**src/rtl/rv32_pkg.sv**
```systemverilog
// Shared RV32 decode definitions: base opcodes, immediate-format select
// and the ID-stage buffer state encoding.
package rv32_pkg;

    localparam logic [6:0] OP_LOAD   = 7'b0000011;
    localparam logic [6:0] OP_IMM    = 7'b0010011;
    localparam logic [6:0] OP_JALR   = 7'b1100111;
    localparam logic [6:0] OP_STORE  = 7'b0100011;
    localparam logic [6:0] OP_BRANCH = 7'b1100011;
    localparam logic [6:0] OP_LUI    = 7'b0110111;
    localparam logic [6:0] OP_AUIPC  = 7'b0010111;
    localparam logic [6:0] OP_JAL    = 7'b1101111;
    localparam logic [6:0] OP_OP     = 7'b0110011;

    typedef enum logic [2:0] {
        IMM_NONE = 3'd0,
        IMM_I    = 3'd1,
        IMM_S    = 3'd2,
        IMM_B    = 3'd3,
        IMM_U    = 3'd4,
        IMM_J    = 3'd5
    } imm_sel_e;

    typedef enum logic [1:0] {
        ST_EMPTY     = 2'd0,
        ST_FULL      = 2'd1,
        ST_INTERLOCK = 2'd2
    } id_state_e;

endpackage

```
**src/rtl/id_ctrl_decode.sv**
```systemverilog
// Opcode classifier: immediate format, register-operand usage and
// illegal-opcode flag. Purely combinational.
module id_ctrl_decode
    import rv32_pkg::*;
(
    input  logic [6:0] opcode,
    output imm_sel_e   imm_sel,
    output logic       rs1_used,
    output logic       rs2_used,
    output logic       illegal
);

    always_comb begin
        imm_sel  = IMM_NONE;
        rs1_used = 1'b0;
        rs2_used = 1'b0;
        illegal  = 1'b0;
        case (opcode)
            OP_OP: begin
                rs1_used = 1'b1;
                rs2_used = 1'b1;
            end
            OP_LOAD, OP_IMM, OP_JALR: begin
                imm_sel  = IMM_I;
                rs1_used = 1'b1;
            end
            OP_STORE: begin
                imm_sel  = IMM_S;
                rs1_used = 1'b1;
                rs2_used = 1'b1;
            end
            OP_BRANCH: begin
                imm_sel  = IMM_B;
                rs1_used = 1'b1;
                rs2_used = 1'b1;
            end
            OP_LUI, OP_AUIPC: imm_sel = IMM_U;
            OP_JAL:           imm_sel = IMM_J;
            default:          illegal = 1'b1;
        endcase
    end

endmodule

```
**src/rtl/id_stage_ctrl.sv**
```systemverilog
// Single-entry decode stage: buffers one fetched instruction, decodes it,
// interlocks on load-use hazards and counts interlock cycles.
//
// Handshakes: an item moves only in a cycle where its valid and ready are both
// high at the rising edge (fetch->ID: if_valid & if_ready; ID->EX: id_valid &
// ex_ready). flush overrides both handshakes in the cycle it is high.
module id_stage_ctrl
    import rv32_pkg::*;
(
    input  logic        clk,
    input  logic        rst_n,
    input  logic        if_valid,
    input  logic [31:0] if_instr,
    input  logic [31:0] if_pc,
    output logic        if_ready,
    input  logic        ex_ready,
    input  logic        ex_is_load,
    input  logic [4:0]  ex_rd,
    input  logic        flush,
    output logic        id_valid,
    output logic [31:0] id_instr,
    output logic [31:0] id_pc,
    output logic [6:0]  id_opcode,
    output logic [4:0]  id_rs1,
    output logic [4:0]  id_rs2,
    output logic [4:0]  id_rd,
    output logic [2:0]  id_imm_sel,
    output logic        id_illegal,
    output logic [15:0] stall_cnt,
    output id_state_e   dbg_state
);

    id_state_e   state;
    id_state_e   state_nxt;
    logic [31:0] buf_instr;
    logic [31:0] buf_pc;
    logic [15:0] cnt;

    imm_sel_e    dec_imm_sel;
    logic        dec_rs1_used;
    logic        dec_rs2_used;
    logic        dec_illegal;

    logic        hazard;
    logic        transfer;
    logic        accept;
    logic        stall;

    assign id_instr  = buf_instr;
    assign id_pc     = buf_pc;
    assign id_opcode = buf_instr[6:0];
    assign id_rd     = buf_instr[11:7];
    assign id_rs1    = buf_instr[19:15];
    assign id_rs2    = buf_instr[24:20];

    id_ctrl_decode u_decode (
        .opcode   (buf_instr[6:0]),
        .imm_sel  (dec_imm_sel),
        .rs1_used (dec_rs1_used),
        .rs2_used (dec_rs2_used),
        .illegal  (dec_illegal)
    );

    assign id_imm_sel = dec_imm_sel;

    // x0 never carries a load result, so it can never create a hazard.
    assign hazard = (state == ST_FULL) && ex_is_load && (ex_rd != 5'd0) &&
                    ((dec_rs1_used && (id_rs1 == ex_rd)) ||
                     (dec_rs2_used && (id_rs2 == ex_rd)));

    assign id_valid   = rst_n && (state == ST_FULL) && !hazard && !flush;
    assign id_illegal = id_valid && dec_illegal;
    assign transfer   = id_valid && ex_ready;
    assign if_ready   = rst_n && !flush && ((state == ST_EMPTY) || transfer);
    assign accept     = if_valid && if_ready;

    // Both the hazard-detect cycle and the interlock bubble count as stalled.
    assign stall = !flush && (hazard || (state == ST_INTERLOCK));

    always_comb begin
        state_nxt = state;
        if (flush) begin
            state_nxt = ST_EMPTY;
        end else begin
            case (state)
                ST_EMPTY: begin
                    if (accept) state_nxt = ST_FULL;
                end
                ST_FULL: begin
                    if (hazard)        state_nxt = ST_INTERLOCK;
                    else if (transfer) state_nxt = accept ? ST_FULL : ST_EMPTY;
                end
                ST_INTERLOCK: state_nxt = ST_FULL;
                default:      state_nxt = ST_EMPTY;
            endcase
        end
    end

    always_ff @(posedge clk) begin
        if (!rst_n) begin
            state     <= ST_EMPTY;
            buf_instr <= 32'd0;
            buf_pc    <= 32'd0;
            cnt       <= 16'd0;
        end else begin
            state <= state_nxt;
            if (accept) begin
                buf_instr <= if_instr;
                buf_pc    <= if_pc;
            end
            if (stall && (cnt != 16'hFFFF)) cnt <= cnt + 16'd1;
        end
    end

    assign stall_cnt = cnt;
    assign dbg_state = state;

endmodule

```
**config.mk**
```make
export PLATFORM = sky130hd
export DESIGN_NAME = id_stage_ctrl
export DESIGN_NICKNAME = d
export VERILOG_FILES = /design/src/rtl/rv32_pkg.sv /design/src/rtl/id_ctrl_decode.sv /design/src/rtl/id_stage_ctrl.sv
export SDC_FILE = /design/constraint.sdc
export NUM_CORES = 1
export LEC_CHECK = 0
export CAP_MARGIN = 20
export CELL_PAD_IN_SITES_DETAIL_PLACEMENT = 0
export CELL_PAD_IN_SITES_GLOBAL_PLACEMENT = 2
export CORE_MARGIN = 1.5
export CORE_UTILIZATION = 22
export DETAILED_ROUTE_END_ITERATION = 10
export PLACE_DENSITY_LB_ADDON = 0.15
export SYNTH_ARGS = -nofsm -noshare
export SYNTH_HDL_FRONTEND = slang
export SYNTH_SLANG_ARGS = --single-unit
```
**constraint.sdc**
```tcl
create_clock -name clk -period 2.93 [get_ports clk]
set_clock_uncertainty 0.15 [all_clocks]
set_input_delay 0.586 -clock clk [delete_from_list [all_inputs] [get_ports clk]]
set_output_delay 0.586 -clock clk [all_outputs]
set_load 0.1 [all_outputs]
```
==> impl_metrics.tcl, run 1 <==
set metrics [dict create \
    outcome "finished clean" \
    yosys_warnings 0 \
    cts.clk_slew.worst_paths_ns 0.06 \
    final_min_period_over_clock_period_pct 97.10 \
    grt_use_total_pct 12.96 \
    layout_setup_ws_ns 0.08497 \
    async_reset_ff_share_pct 0 \
    slowest_delay_ns 0.29 \
    rsz0062_at_grt "false" \
    cts.htree.levels 3 \
    syn_avg_cell_area_sq_um 9.542 \
    power_leakage_nw 2.785 \
    ant_nets 0 \
    die_area_sq_um 17040 \
    wl_mm 10.79 \
    synth_top_cells_by_count "dfxtp_1, nor2_1, mux2i_1, buf_4, nand2_1" \
    grt_pass1_vias 3211 \
    hp-class "flop to flop" \
    cp_slowest_cell "nor4_2" \
    crit_type "input pin to primary output" \
    fin_cells 781 \
    placedCellCount 764 \
    antenna_found_initial 0 \
    synth-edff-count 0 \
    viasPerCell 4.155 \
    netlist_area_sq_um 3578 \
    die_h_um 130.5 \
    cp-start-kind "input pin" \
    clock_latency_ns 0.34 \
    fmax_mhz 351.5 \
    final.setup.tns_ns 0 \
    worstPathCellList "clkdlybuf4s15_1 -> xor2_1 -> nor4_2 -> and4_1 -> o21a_4 -> nand2b_4 -> a21boi_4 -> buf_12" \
    grt_pass1_wl_mm 16.82 \
    portBuffers 184 \
    core_area_sq_um 15890 \
    hpwl_mm 7.946 \
    cts-root-buf "clkbuf_16" \
    crit_fanout 4 \
    syn-instance-count 375 \
    drv_slew 0 \
    dp_slack_ns -0.2876 \
    setup_viol_count_final 0 \
    clk_path_buf_depth 2 \
    yosysSeqAreaShare_pct 45.87 \
    cts.sinks 82 \
    cts_hold_buf 0 \
    routedWlPerCell_um 13.81 \
    fin_nets 636 \
    cts_buffers 9 \
    drv_cap 0 \
    drc_errors 0 \
    placed_area_sq_um 5555 \
    ys.flop_type "dfxtp_1" \
    synth_fp_nets 451 \
    timing.slew.headroom_pct 45.53 \
    initial_core_util_pct 22.53 \
    ys_types 42 \
    synth_top_area_share_pct 45.87 \
    hold_start "stall_cnt[10]" \
    first_pass_iters 4 \
    whs_ns 0.3357 \
    min_to "stall_cnt[10]" \
    boundaryPins 185 \
    r2r_cells 8 \
    min_period_ns 2.845 \
    min_path_cells 2 \
    antennaDiodeCount 0 \
    overflow 0 \
    r2r_start "id_instr[4]" \
    layout-drive-gt1-share_pct 32.74 \
    r2r-end "stall_cnt[14]" \
    r2r_slack_ns 0.50 \
    fill_cells 1652 \
    place.gp.congestion 0.7237 \
    power_mw 3.298 \
    design_area_sq_um 5886 \
    cp_data_required_time_ns 2.19 \
    p_per_area_nw_per_um2 560.3 \
    worstMarginPinSlew_ns 0.8171 \
    final_util_pct 37.05 \
    detail_route.iter0.violations 77 \
    yosysMostFrequentCell "dfxtp_1" \
    vias 3245 \
    synthToLayoutAreaGrowth_pct 64.48 \
    die_width_um 130.5 \
    rows 46 \
    ir_drop_mv 0.2518 \
    crit_arrival_ns 2.11 \
    synthTopCellsByArea "dfxtp_1, mux2i_1, nor2_1" \
    grt_max_degree 76 \
    synth-seq-cells 82 \
    yosys.area.top_type "dfxtp_1" \
    critPathCaptureType "primary output" \
    hold_viol_final 0 \
    cts_tree "built" \
]
## how the worst max path moves through the flow
stage                     cells after the start         end  slack [ns]        start
after floorplan                               6  id_illegal       -0.24  id_instr[4]
after CTS                                     8    if_ready       0.002     ex_rd[4]
after global routing                          8    if_ready      0.0008     ex_rd[0]
after detailed placement                      8    if_ready       -0.29     ex_rd[4]
final                                         8    if_ready        0.08     ex_rd[0]
after global placement                        8    if_ready       -0.26     ex_rd[4]
## per-layer routing
metal / track usage (%) / vias to the layer above / routed length (um)
met5: 0 / - / 0
met4: 3.685 / 0 / 121
met3: 4.845 / 8 / 707
met2: 21.42 / 92 / 5274
met1: 15.80 / 1512 / 4686
li1: - / 1633 / -
## what timing repair did
item / in CTS / in global routing
resized for setup: 9 / 3
endpoints found under the setup margin: 3 / 3
setup buffers: 0 / 1
pin swaps: 7 / 6
## final cells by class
type | instances | area (sq um) | area share (%)
clock inverters | 5 | 53.80 | 0.9141
multi-input cells | 248 | 1719 | 29.21
flip-flops and latches | 82 | 1697 | 28.83
inverters | 6 | 22.52 | 0.3827
repair buffers | 213 | 1881 | 31.95
well taps | 216 | 270.3 | 4.592
clock buffers | 11 | 242.7 | 4.124
## where the power goes
group	total [mW]	internal, mW	switching (mW)	leakage [nW]
Sequential	1.21	1.16	0.0433	0.680
Combinational	0.945	0.287	0.659	1.96
Clock	1.15	0.681	0.465	0.149
## flip-flops by register name, indices dropped and copies added, names as in the netlist
signal and flops:
id_pc 32, stall_cnt 16, id_instr 32, dbg_state 2
## placed cells by master (no fill, tap or decap), types with 8 or more instances in the layout
master,instances
buf_4,131
clkdlybuf4s50_1,69
dfxtp_4,13
dfxtp_1,64
mux2i_1,67
a21oi_1,8
buf_12,8
clkbuf_16,9
xor2_1,10
nand2_1,12
nor2_1,73
nand3_1,8
## cell families after synthesis
logic type / count (synthesis) / share of synthesized area, %
AND/OR/NAND/NOR: 132 / 17.10
XOR/XNOR: 13 / 3.182
multiplexers: 67 / 18.74
buffers and inverters: 45 / 7.902
flip-flops: 82 / 45.87
adder cells (fa/ha/maj): 1 / 0.3496
AO/OA/AOI/OAI: 35 / 6.854
## critical path: cells and delay by family
| kind | cells | cell delay [ns] |
|---|---|---|
| simple gates | 3 | 0.71 |
| buf+inv | 2 | 0.38 |
| compound gates | 2 | 0.24 |
| xor+xnor | 1 | 0.19 |
Note: power is estimated with default switching activity, not from simulation.
==> run 2: changes to the inputs <==
CTS_CLUSTER_SIZE = 14   (was default)
PLACE_DENSITY = 0.9   (was default)
PLACE_DENSITY_LB_ADDON = default   (was 0.15)
==> run 2 against run 1 <==
Net effect: register-to-register slack worse by 0.14 ns; final area down 2.3%; non-clock buffer count down 10; critical path depth down 1; cell count down 1.3%; die area unchanged; flip-flop and latch count unchanged; worst hold slack worse by 0.00064 ns; highest routed layer unchanged.
==> impl_metrics.tcl, run 2 (synthesis results as in run 1) <==
set metrics [dict create \
    cts_buffers 9 \
    boundaryPins 185 \
    drc_errors 0 \
    final_min_period_over_clock_period_pct 96.64 \
    drv_cap 0 \
    power_leakage_nw 2.710 \
    cts_hold_buf 0 \
    hold_viol_final 0 \
    wl_mm 10.69 \
    final_common_cell "buf_4" \
    worstMarginPinSlew_ns 0.7819 \
    grt_pass1_vias 3190 \
    fin_nets 626 \
    min_period_ns 2.831 \
    layout-drive-gt1-share_pct 31.77 \
    r2r_cells 9 \
    viasPerCell 4.296 \
    ant_nets 0 \
    hp-class "flop to flop" \
    vias 3312 \
    critPathCaptureType "primary output" \
    detail_route.iter0.violations 150 \
    overflow 0 \
    ir_drop_mv 0.2827 \
    rows 46 \
    die_area_sq_um 17040 \
    clock_latency_ns 0.33 \
    crit_arrival_ns 2.10 \
    first_pass_iters 4 \
    ff_latch_area_sq_um 1697 \
    cp_data_required_time_ns 2.19 \
    grtUsageMet2_pct 20.46 \
    power_mw 3.207 \
    crit_fanout 3 \
    initial_core_util_pct 22.53 \
    cts-root-buf "clkbuf_16" \
    cp_slowest_cell "nor4_4" \
    fin_cells 771 \
    p_per_area_nw_per_um2 557.5 \
    crit_family "buffers and inverters" \
    timing.critical_path.buf_inv 3 \
    cts_tree "built" \
    r2r-end "stall_cnt[9]" \
    grt_use_total_pct 12.24 \
    hpwl_mm 8.050 \
    grt_util_met1_pct 15.07 \
    startpoint "ex_rd[3]" \
    place.gp.congestion 0.7305 \
    cts.htree.levels 3 \
    drv_slew 0 \
    fmax_mhz 353.2 \
    outcome "finished clean" \
    core_area_sq_um 15890 \
    cts.clk_slew.worst_paths_ns 0.06 \
    r2r_start "id_instr[2]" \
    clk_path_buf_depth 2 \
    antenna_found_initial 0 \
    worstPathCellList "clkdlybuf4s15_1 -> buf_4 -> xnor2_1 -> and4_1 -> o21a_4 -> nor4_4 -> buf_12" \
    crit_type "input pin to primary output" \
    r2r_slack_ns 0.36 \
    rsz0062_at_grt "false" \
    worstSetupEndpoint "id_illegal" \
    slowest_delay_ns 0.35 \
    timing.slew.headroom_pct 47.87 \
    placedCellCount 752 \
    globalRoute.busiestLayer "met2" \
    cp-start-kind "input pin" \
    grtUsageMet3_pct 2.647 \
    cts.sinks 82 \
    grt_max_degree 76 \
    cp_num_cells 7 \
    multi_input_area_sq_um 1729 \
    die_width_um 130.5 \
    setup_viol_count_final 0 \
    fill_cells 1611 \
    synthToLayoutAreaGrowth_pct 60.73 \
    final.setup.tns_ns 0 \
    grt_pass1_wl_mm 16.10 \
    portBuffers 184 \
    die_h_um 130.5 \
    most-common-layout-cells "buf_4, nor2_1, clkdlybuf4s50_1" \
    routedWlPerCell_um 13.87 \
]
-- run 2: where the power goes --
group	internal (mW)	switching, mW
logic	0.265	0.656
registers	1.16	0.0452
clock network	0.642	0.436
total	2.07	1.14
-- run 2: worst min path at each step --
stage                  start       endpoint  slack, ns  cells after the start
2_1_floorplan   id_instr[15]   id_instr[15]       0.53                      2
3_3_place_gp   stall_cnt[10]  stall_cnt[10]       0.32                      2
3_5_place_dp   stall_cnt[10]  stall_cnt[10]       0.33                      2
4_1_cts        stall_cnt[10]  stall_cnt[10]       0.33                      2
5_1_grt        stall_cnt[10]  stall_cnt[10]       0.37                      2
6_report       stall_cnt[10]  stall_cnt[10]       0.34                      2
-- run 2: area by class of cell --
class | instances | area share, %
multi-input cells | 248 | 30.06
clock inverters | 2 | 0.1740
repair buffers | 203 | 30.41
diodes | 1 | 0.04351
inverters | 6 | 0.3916
flip-flops and latches | 82 | 29.50
well taps | 216 | 4.699
clock buffers | 13 | 4.720
-- run 2: repair_timing --
action | in CTS | in global routing
endpoints found under the setup margin | 3 | 3
pin swaps | 7 | 11
resized for setup | 8 | 10
setup buffers | 1 | 2
-- run 2: tightest hold or removal path: cells and delay by family, from the launching register on --
kind,cells,cell delay (ns)
flip-flops,1,0.33
AND/OR/NAND/NOR,1,0.06
multiplexers,1,0.05
-- run 2: metal layers --
layer | routed length (um) | vias to the layer above | part of all wire, %
met3 | 593 | 14 | 5.5
met1 | 4664 | 1562 | 44
met4 | 216 | 0 | 2.0
met5 | 0 | - | 0
li1 | - | 1625 | -
met2 | 5217 | 111 | 49
-- run 2: stage by stage --
step           hold WS (ns)  worst slack, ns  cell area [sq um]  util, %
6_report             0.3350          0.09850               5752    36.21
5_1_grt              0.3706          0.01116               5749    36.19
4_1_cts              0.3347         0.007496               5718    36.00
3_5_place_dp         0.3264          -0.3403               5415    34.09
3_3_place_gp         0.3179          -0.2399               5415    34.09
2_1_floorplan        0.5291          -0.2441               3669        -
